===== src/rtl/system_memory_pkg.sv =====
// Shared types for the system grid memory: the effective-mode encoding and
// the RUN > LOAD > OUTPUT > HOLD priority decode.
package system_memory_pkg;

  typedef enum logic [1:0] {
    MODE_HOLD,
    MODE_RUN,
    MODE_LOAD,
    MODE_OUTPUT
  } mem_mode_t;

  function automatic mem_mode_t decode_mode(input logic run, input logic load, input logic unload);
    if (run)    return MODE_RUN;
    if (load)   return MODE_LOAD;
    if (unload) return MODE_OUTPUT;
    return MODE_HOLD;
  endfunction

endpackage


===== src/rtl/system_memory_v5_beat_counter.sv =====
// Frame beat counter. LAST flags the beat that completes a frame; a beat taken
// while CLEAR is high counts as beat 0 of a fresh frame.
module BEAT_COUNTER #(
  parameter int BEATS = 25
) (
  input  logic                         CLK,
  input  logic                         RESET_N,
  input  logic                         CLEAR,
  input  logic                         STEP,
  output logic [$clog2(BEATS+1)-1:0]   COUNT,
  output logic                         LAST
);

  localparam int W = $clog2(BEATS + 1);
  localparam logic [W-1:0] FINAL_BEAT = W'(BEATS - 1);

  assign LAST = CLEAR ? (BEATS == 1) : (COUNT == FINAL_BEAT);

  always_ff @(posedge CLK or negedge RESET_N) begin
    if (!RESET_N) begin
      COUNT <= '0;
    end else if (STEP) begin
      if (LAST)       COUNT <= '0;
      else if (CLEAR) COUNT <= W'(1);
      else            COUNT <= COUNT + W'(1);
    end else if (CLEAR) begin
      COUNT <= '0;
    end
  end

endmodule


===== src/rtl/system_memory_v5.sv =====
// Grid cell store: parallel capture from the next-state logic, serial load,
// and rotating serial unload with frame-complete and output-valid strobes.
module system_memory_v5
  import system_memory_pkg::*;
#(
  parameter int DATA_SIZE = 25,
  parameter int LANES     = 1
) (
  input  logic                 CLK,
  input  logic                 RESET_N,
  input  logic [DATA_SIZE-1:0] GRID_IN,
  input  logic [LANES-1:0]     SERIAL_IN,
  input  logic                 LOAD_MODE,
  input  logic                 RUN_MODE,
  input  logic                 OUTPUT_MODE,
  output logic [DATA_SIZE-1:0] SYSTEM_MEM_OUT,
  output logic [LANES-1:0]     SERIAL_OUT,
  output logic                 OUT_VALID,
  output logic                 FRAME_DONE
);

  localparam int BEATS = DATA_SIZE / LANES;
  localparam int CW    = $clog2(BEATS + 1);

  generate
    if (LANES < 1 || LANES > DATA_SIZE || (DATA_SIZE % LANES) != 0) begin : g_bad_params
      $error("system_memory_v5: DATA_SIZE must be a positive multiple of LANES");
    end
  endgenerate

  mem_mode_t            mode;
  mem_mode_t            prev_mode;
  logic [DATA_SIZE-1:0] mem;
  logic [DATA_SIZE-1:0] load_next;
  logic [DATA_SIZE-1:0] rot_next;
  logic                 step;
  logic                 switch_mode;
  logic                 clear;
  logic                 last;
  logic [CW-1:0]        beat_count;

  assign mode        = decode_mode(RUN_MODE, LOAD_MODE, OUTPUT_MODE);
  assign step        = (mode == MODE_LOAD) || (mode == MODE_OUTPUT);
  // A direct LOAD<->OUTPUT change restarts the frame count at this beat.
  assign switch_mode = ((mode == MODE_LOAD)   && (prev_mode == MODE_OUTPUT)) ||
                       ((mode == MODE_OUTPUT) && (prev_mode == MODE_LOAD));
  assign clear       = !step || switch_mode;

  generate
    if (LANES == DATA_SIZE) begin : g_full_width
      assign load_next = SERIAL_IN;
      assign rot_next  = mem;
    end else begin : g_shift
      assign load_next = {mem[DATA_SIZE-LANES-1:0], SERIAL_IN};
      assign rot_next  = {mem[DATA_SIZE-LANES-1:0], mem[DATA_SIZE-1 -: LANES]};
    end
  endgenerate

  BEAT_COUNTER #(.BEATS(BEATS)) u_beat_counter (
    .CLK     (CLK),
    .RESET_N (RESET_N),
    .CLEAR   (clear),
    .STEP    (step),
    .COUNT   (beat_count),
    .LAST    (last)
  );

  always_ff @(posedge CLK or negedge RESET_N) begin
    if (!RESET_N) begin
      mem        <= '0;
      SERIAL_OUT <= '0;
      OUT_VALID  <= 1'b0;
      FRAME_DONE <= 1'b0;
      prev_mode  <= MODE_HOLD;
    end else begin
      prev_mode  <= mode;
      FRAME_DONE <= step && last;
      SERIAL_OUT <= '0;
      OUT_VALID  <= 1'b0;
      case (mode)
        MODE_RUN:  mem <= GRID_IN;
        MODE_LOAD: mem <= load_next;
        MODE_OUTPUT: begin
          SERIAL_OUT <= mem[DATA_SIZE-1 -: LANES];
          mem        <= rot_next;
          OUT_VALID  <= 1'b1;
        end
        default:   mem <= mem;
      endcase
    end
  end

  assign SYSTEM_MEM_OUT = mem;

  beat_count_in_range: assert property (@(posedge CLK) disable iff (!RESET_N) int'(beat_count) < BEATS);

endmodule


===== config.mk =====
export PLATFORM = sky130hd
export DESIGN_NAME = system_memory_v5
export DESIGN_NICKNAME = d
export VERILOG_FILES = /design/src/rtl/system_memory_pkg.sv /design/src/rtl/system_memory_v5_beat_counter.sv /design/src/rtl/system_memory_v5.sv
export SDC_FILE = /design/constraint.sdc
export NUM_CORES = 1
export LEC_CHECK = 0
export CAP_MARGIN = 20
export CORE_MARGIN = 2
export CORE_UTILIZATION = 46
export CTS_BUF_LIST = sky130_fd_sc_hd__clkbuf_4
export CTS_CLUSTER_SIZE = 30
export DETAILED_ROUTE_END_ITERATION = 10
export PLACE_DENSITY = 0.81
export SYNTH_ARGS = -nofsm -noshare
export SYNTH_HDL_FRONTEND = slang
export SYNTH_HIERARCHICAL = 1
export SYNTH_SLANG_ARGS = --single-unit
export TNS_END_PERCENT = 1

===== constraint.sdc =====
create_clock -name CLK -period 1.5 [get_ports CLK]
set_input_delay 0.3 -clock CLK [delete_from_list [all_inputs] [get_ports CLK]]
set_output_delay 0.3 -clock CLK [all_outputs]
set_load 0.02 [all_outputs]

==> impl_summary.txt <==
----------------------------------------------------
[Finish]
  Antenna diodes ... 0
  Layout overhead on the synthesized area ... 43.30%
  Count of nets after finishing ... between 200 and 300
  Area of all placed cells without fillers ... about 2400 µm²
  Fraction of layout cells with a size suffix above 1 ... a little under an eighth

[Placed design]
  Detailed Place HPWL ... around 3000 µm
  Buffers added on ports ... 58
  Pre-CTS setup slack ... -0.2882 ns
  Routability congestion estimate from global placement ... between 0.8 and 0.9
  Post-Place Cell Area ... 2397 µm²

[Clocking]
  TritonCTS buffer count ... 5
  # H-tree levels ... 2
  Count of hold buffers inserted by post-cts repair ... 0
  Clock tree from TritonCTS ... done
  Clock network latency to the later pin of the worst-skew pair ... approximately 0.34 ns
  Root buffer cell ... sky130_fd_sc_hd__clkbuf_4
  Number of clock sinks ... 35
  Max Root-Sink Buffers ... 2
  Clock input transition at the sequential cells of the worst setup and hold paths ... 0.11 ns

[Pwr]
  Switch share ... between 30 and 40%
  Leak ... approximately 1.1 nW
  Final total power ... ~2.1 mW
  Net Switching ... 0.6367 mW
  Sequential Power Share ... about half
  Cell-internal power ... around 1.5 mW
  Combinational share of power ... between 20% and 30%
  Clock Power Share ... a little under a quarter
  Worst vdd ir ... about 0.00047 V
  Areal power density over the cells ... about 870 nW/µm²

[Yosys]
  Most used flip-flop cell after synthesis ... sky130_fd_sc_hd__dfrtp_1
  Total standard cell area after synthesis ... between 1500 and 2000 µm²
  Synthesized area per cell ... approximately 11 µm²
  Number of synthesized register bits ... 35
  Number of synthesized flops with an enable pin ... 0
  Synth top area cells ... sky130_fd_sc_hd__dfrtp_1, sky130_fd_sc_hd__mux2i_1, sky130_fd_sc_hd__o21ai_1, sky130_fd_sc_hd__nand2_1, sky130_fd_sc_hd__buf_12
  Share of the synthesized area in the top cell type ... between 50 and 60%
  Cell with the most instances after synthesis ... sky130_fd_sc_hd__dfrtp_1
  Library cell with the largest summed area after synthesis ... sky130_fd_sc_hd__dfrtp_1
  Synth Instances ... 158
  Number of library cell types mapped by synthesis ... 30
  Synthesis warning total ... 6
  Number of nets produced by synthesis ... ~190
  Async SR Flop Fraction ... 100.0%
  Most frequent cells after synthesis ... sky130_fd_sc_hd__dfrtp_1, sky130_fd_sc_hd__nand2_1, sky130_fd_sc_hd__mux2i_1, sky130_fd_sc_hd__o21ai_1
  Share of synthesized area occupied by flip-flops and latches ... 51.81%

[STA]
  Ratio of final minimum period to clock period ... 97.35%
  Slew Viols, Final ... 0
  Final worst clock skew ... around 0.015 ns
  Hold Violations, Final ... 0
  Total Negative Setup Slacks ... 0 ns
  Final setup violating endpoints ... 0
  Transition time of the tightest slew-check pin ... 0.4554 ns
  Setup WS post-layout ... roughly 0.040 ns
  Relative max-transition margin ... 69.64%
  Shortest period the worst path allows ... approximately 1.5 ns
  Fmax ... around 0.68 GHz

[Setup path]
  Worst endpoint data arrival time ... between 1.5 and 2 ns
  Peak fanout along the critical path ... 3
  Startpoint type of the worst setup path ... input port
  Critical path required time ... 1.77 ns
  Largest incremental delay on the critical path ... approximately 0.52 ns
  CP delay by family, top ... buffers and inverters
  Cell count of the worst reg-to-reg path ... 5
  Flop-to-flop setup slack ... around 0.060 ns
  Crit Reg-Reg Endpoint ... u_beat_counter/COUNT[2]
  Critical path, cell by cell ... clkdlybuf4s50_1 -> buf_4 -> nor2_8 -> nor2_4 -> nand2_1 -> or3b_1 -> a21oi_2
  Cell with the largest stage delay on the worst path ... sky130_fd_sc_hd__clkdlybuf4s50_1
  Worst setup EP type ... flop
  Buf/Inv on CP ... 2
  Startpoint of the worst register-to-register path ... u_beat_counter/COUNT[0]
  Kind of critical path ... in -> reg

[Job]
  Number of max-cap violations ... 0

[Global routing]
  Vias in the first global route ... 1,414
  Maximum number of pins on one net before global-route repair ... between 50 and 60
  GRT Resource Usage Total ... approximately a fifth
  Antenna violations before repair ... 0
  Global-route congestion overflow total ... 0
  Global-route wire length before repair ... 6520 µm

[Floorplan]
  Die Area ... roughly 4200 µm²
  Area of the placeable core ... 3606 µm²
  I/O pins ... between 50 and 60
  Floorplan row count ... 22
  Chip Width ... 64.62 µm
  Chip Height ... 64.62 µm
  Initial Utilization ... ~47%

[Drt]
  Via/cell ratio ... ~5
  Met2 WL ... approximately 2100 µm
  Final wirelength ... 4056 µm
  Count of TritonRoute iterations in the first routing pass ... 4
  Post-route ant nets ... 0
  Routed wire length on met3 ... 155 µm
  Count of unresolved DRC violations after routing ... 0
  Initial drt markers ... 102
  Met1 wire length ... 1756 µm
  Wire length per cell after detailed routing ... 14.64 µm
  Routed via count ... 1,380
  Top metal layer carrying routed signals ... met4

[Hold path]
  Type of the most critical hold path ... in -> async

[Status]
  Outcome ... complete, no violations

----------------------------------------------------
cells by family after synthesis:
family / after synthesis / synth area share (%)
simple gates: 47 / 14.58
compound gates: 36 / 11.77
flops: 35 / 51.81
mux: 26 / 15.47
buf+inv: 12 / 4.885
fa+ha+maj: 2 / 1.480
timing repair:
action / 4_1_cts / 5_1_grt
pin swaps: 0 / 1
buffers inserted: 0 / 0
gates resized for setup: 28 / 2
endpoints found under the setup margin: 28 / 2
area by class of cell:
cell class                 count  area, µm²
multi-input combinational    111      739.5
clock buffer                   6      45.04
inverter                       3      11.26
tap                           48      60.06
timing repair buffer          72      683.2
clock inverter                 2      7.507
fill                         310       1184
sequential                    35      875.8
worst register-to-register path, stage by stage (launching register included):
cell and delay (ns):
sky130_fd_sc_hd__dfrtp_1 0.41, sky130_fd_sc_hd__inv_1 0.09, sky130_fd_sc_hd__ha_2 0.22, sky130_fd_sc_hd__nand4b_4 0.12, sky130_fd_sc_hd__or3b_1 0.39, sky130_fd_sc_hd__a21oi_2 0.14
sequential cells by signal (all words and copies together), names as in the netlist:
name	count
SERIAL_OUT	1
SYSTEM_MEM_OUT	25
u_beat_counter/COUNT	5
prev_mode	2
OUT_VALID	1
FRAME_DONE	1
through the flow:
step,hold slack [ns],instances,util [%]
5_1_grt,0.3412,277,67.18
4_1_cts,0.3220,277,66.97
3_5_place_dp,0.5740,269,66.48
2_1_floorplan,0.004409,158,-
6_report,0.3313,277,67.18
3_3_place_gp,0.5542,269,66.48
per-layer routing:
layer | up-vias | GRT usage, %
met1 | 648 | 24.66
met2 | 40 | 36.85
met4 | 0 | 8.777
li1 | 684 | -
met5 | - | 0
met3 | 8 | 3.472
cell usage in the layout, fill, tap and decap left out, drive strengths merged, types with 3 or more instances in the layout:
cell           instances
dfrtp                 35
nand2                 30
clkdlybuf4s50         29
dlygate4sd2           28
o21ai                 27
mux2i                 25
buf                   15
clkbuf                 6
a21oi                  5
nor2                   5
nand2b                 3
inv                    3
power by group through the flow:
stage	registers (mW)	logic [mW]	clock network, mW
floorplan	1.18	0.186	0
global placement	1.10	0.567	0
detailed placement	1.11	0.585	0
CTS	1.09	0.536	0.514
global route	1.10	0.572	0.558
finish	1.09	0.532	0.489
how the worst max path moves through the flow:
stage	from	end	slack, ns	cells after the start
floorplan	LOAD_MODE	u_beat_counter/COUNT[2]	0.04	7
CTS	SYSTEM_MEM_OUT[24]	SYSTEM_MEM_OUT[24]	0.05	1
detailed placement	LOAD_MODE	u_beat_counter/COUNT[3]	-0.29	7
global placement	OUTPUT_MODE	u_beat_counter/COUNT[0]	-0.22	5
global route	prev_mode[0]	u_beat_counter/COUNT[0]	-0.002	6
finish	LOAD_MODE	u_beat_counter/COUNT[2]	0.04	7
Note: power is estimated with default switching activity, not from simulation.
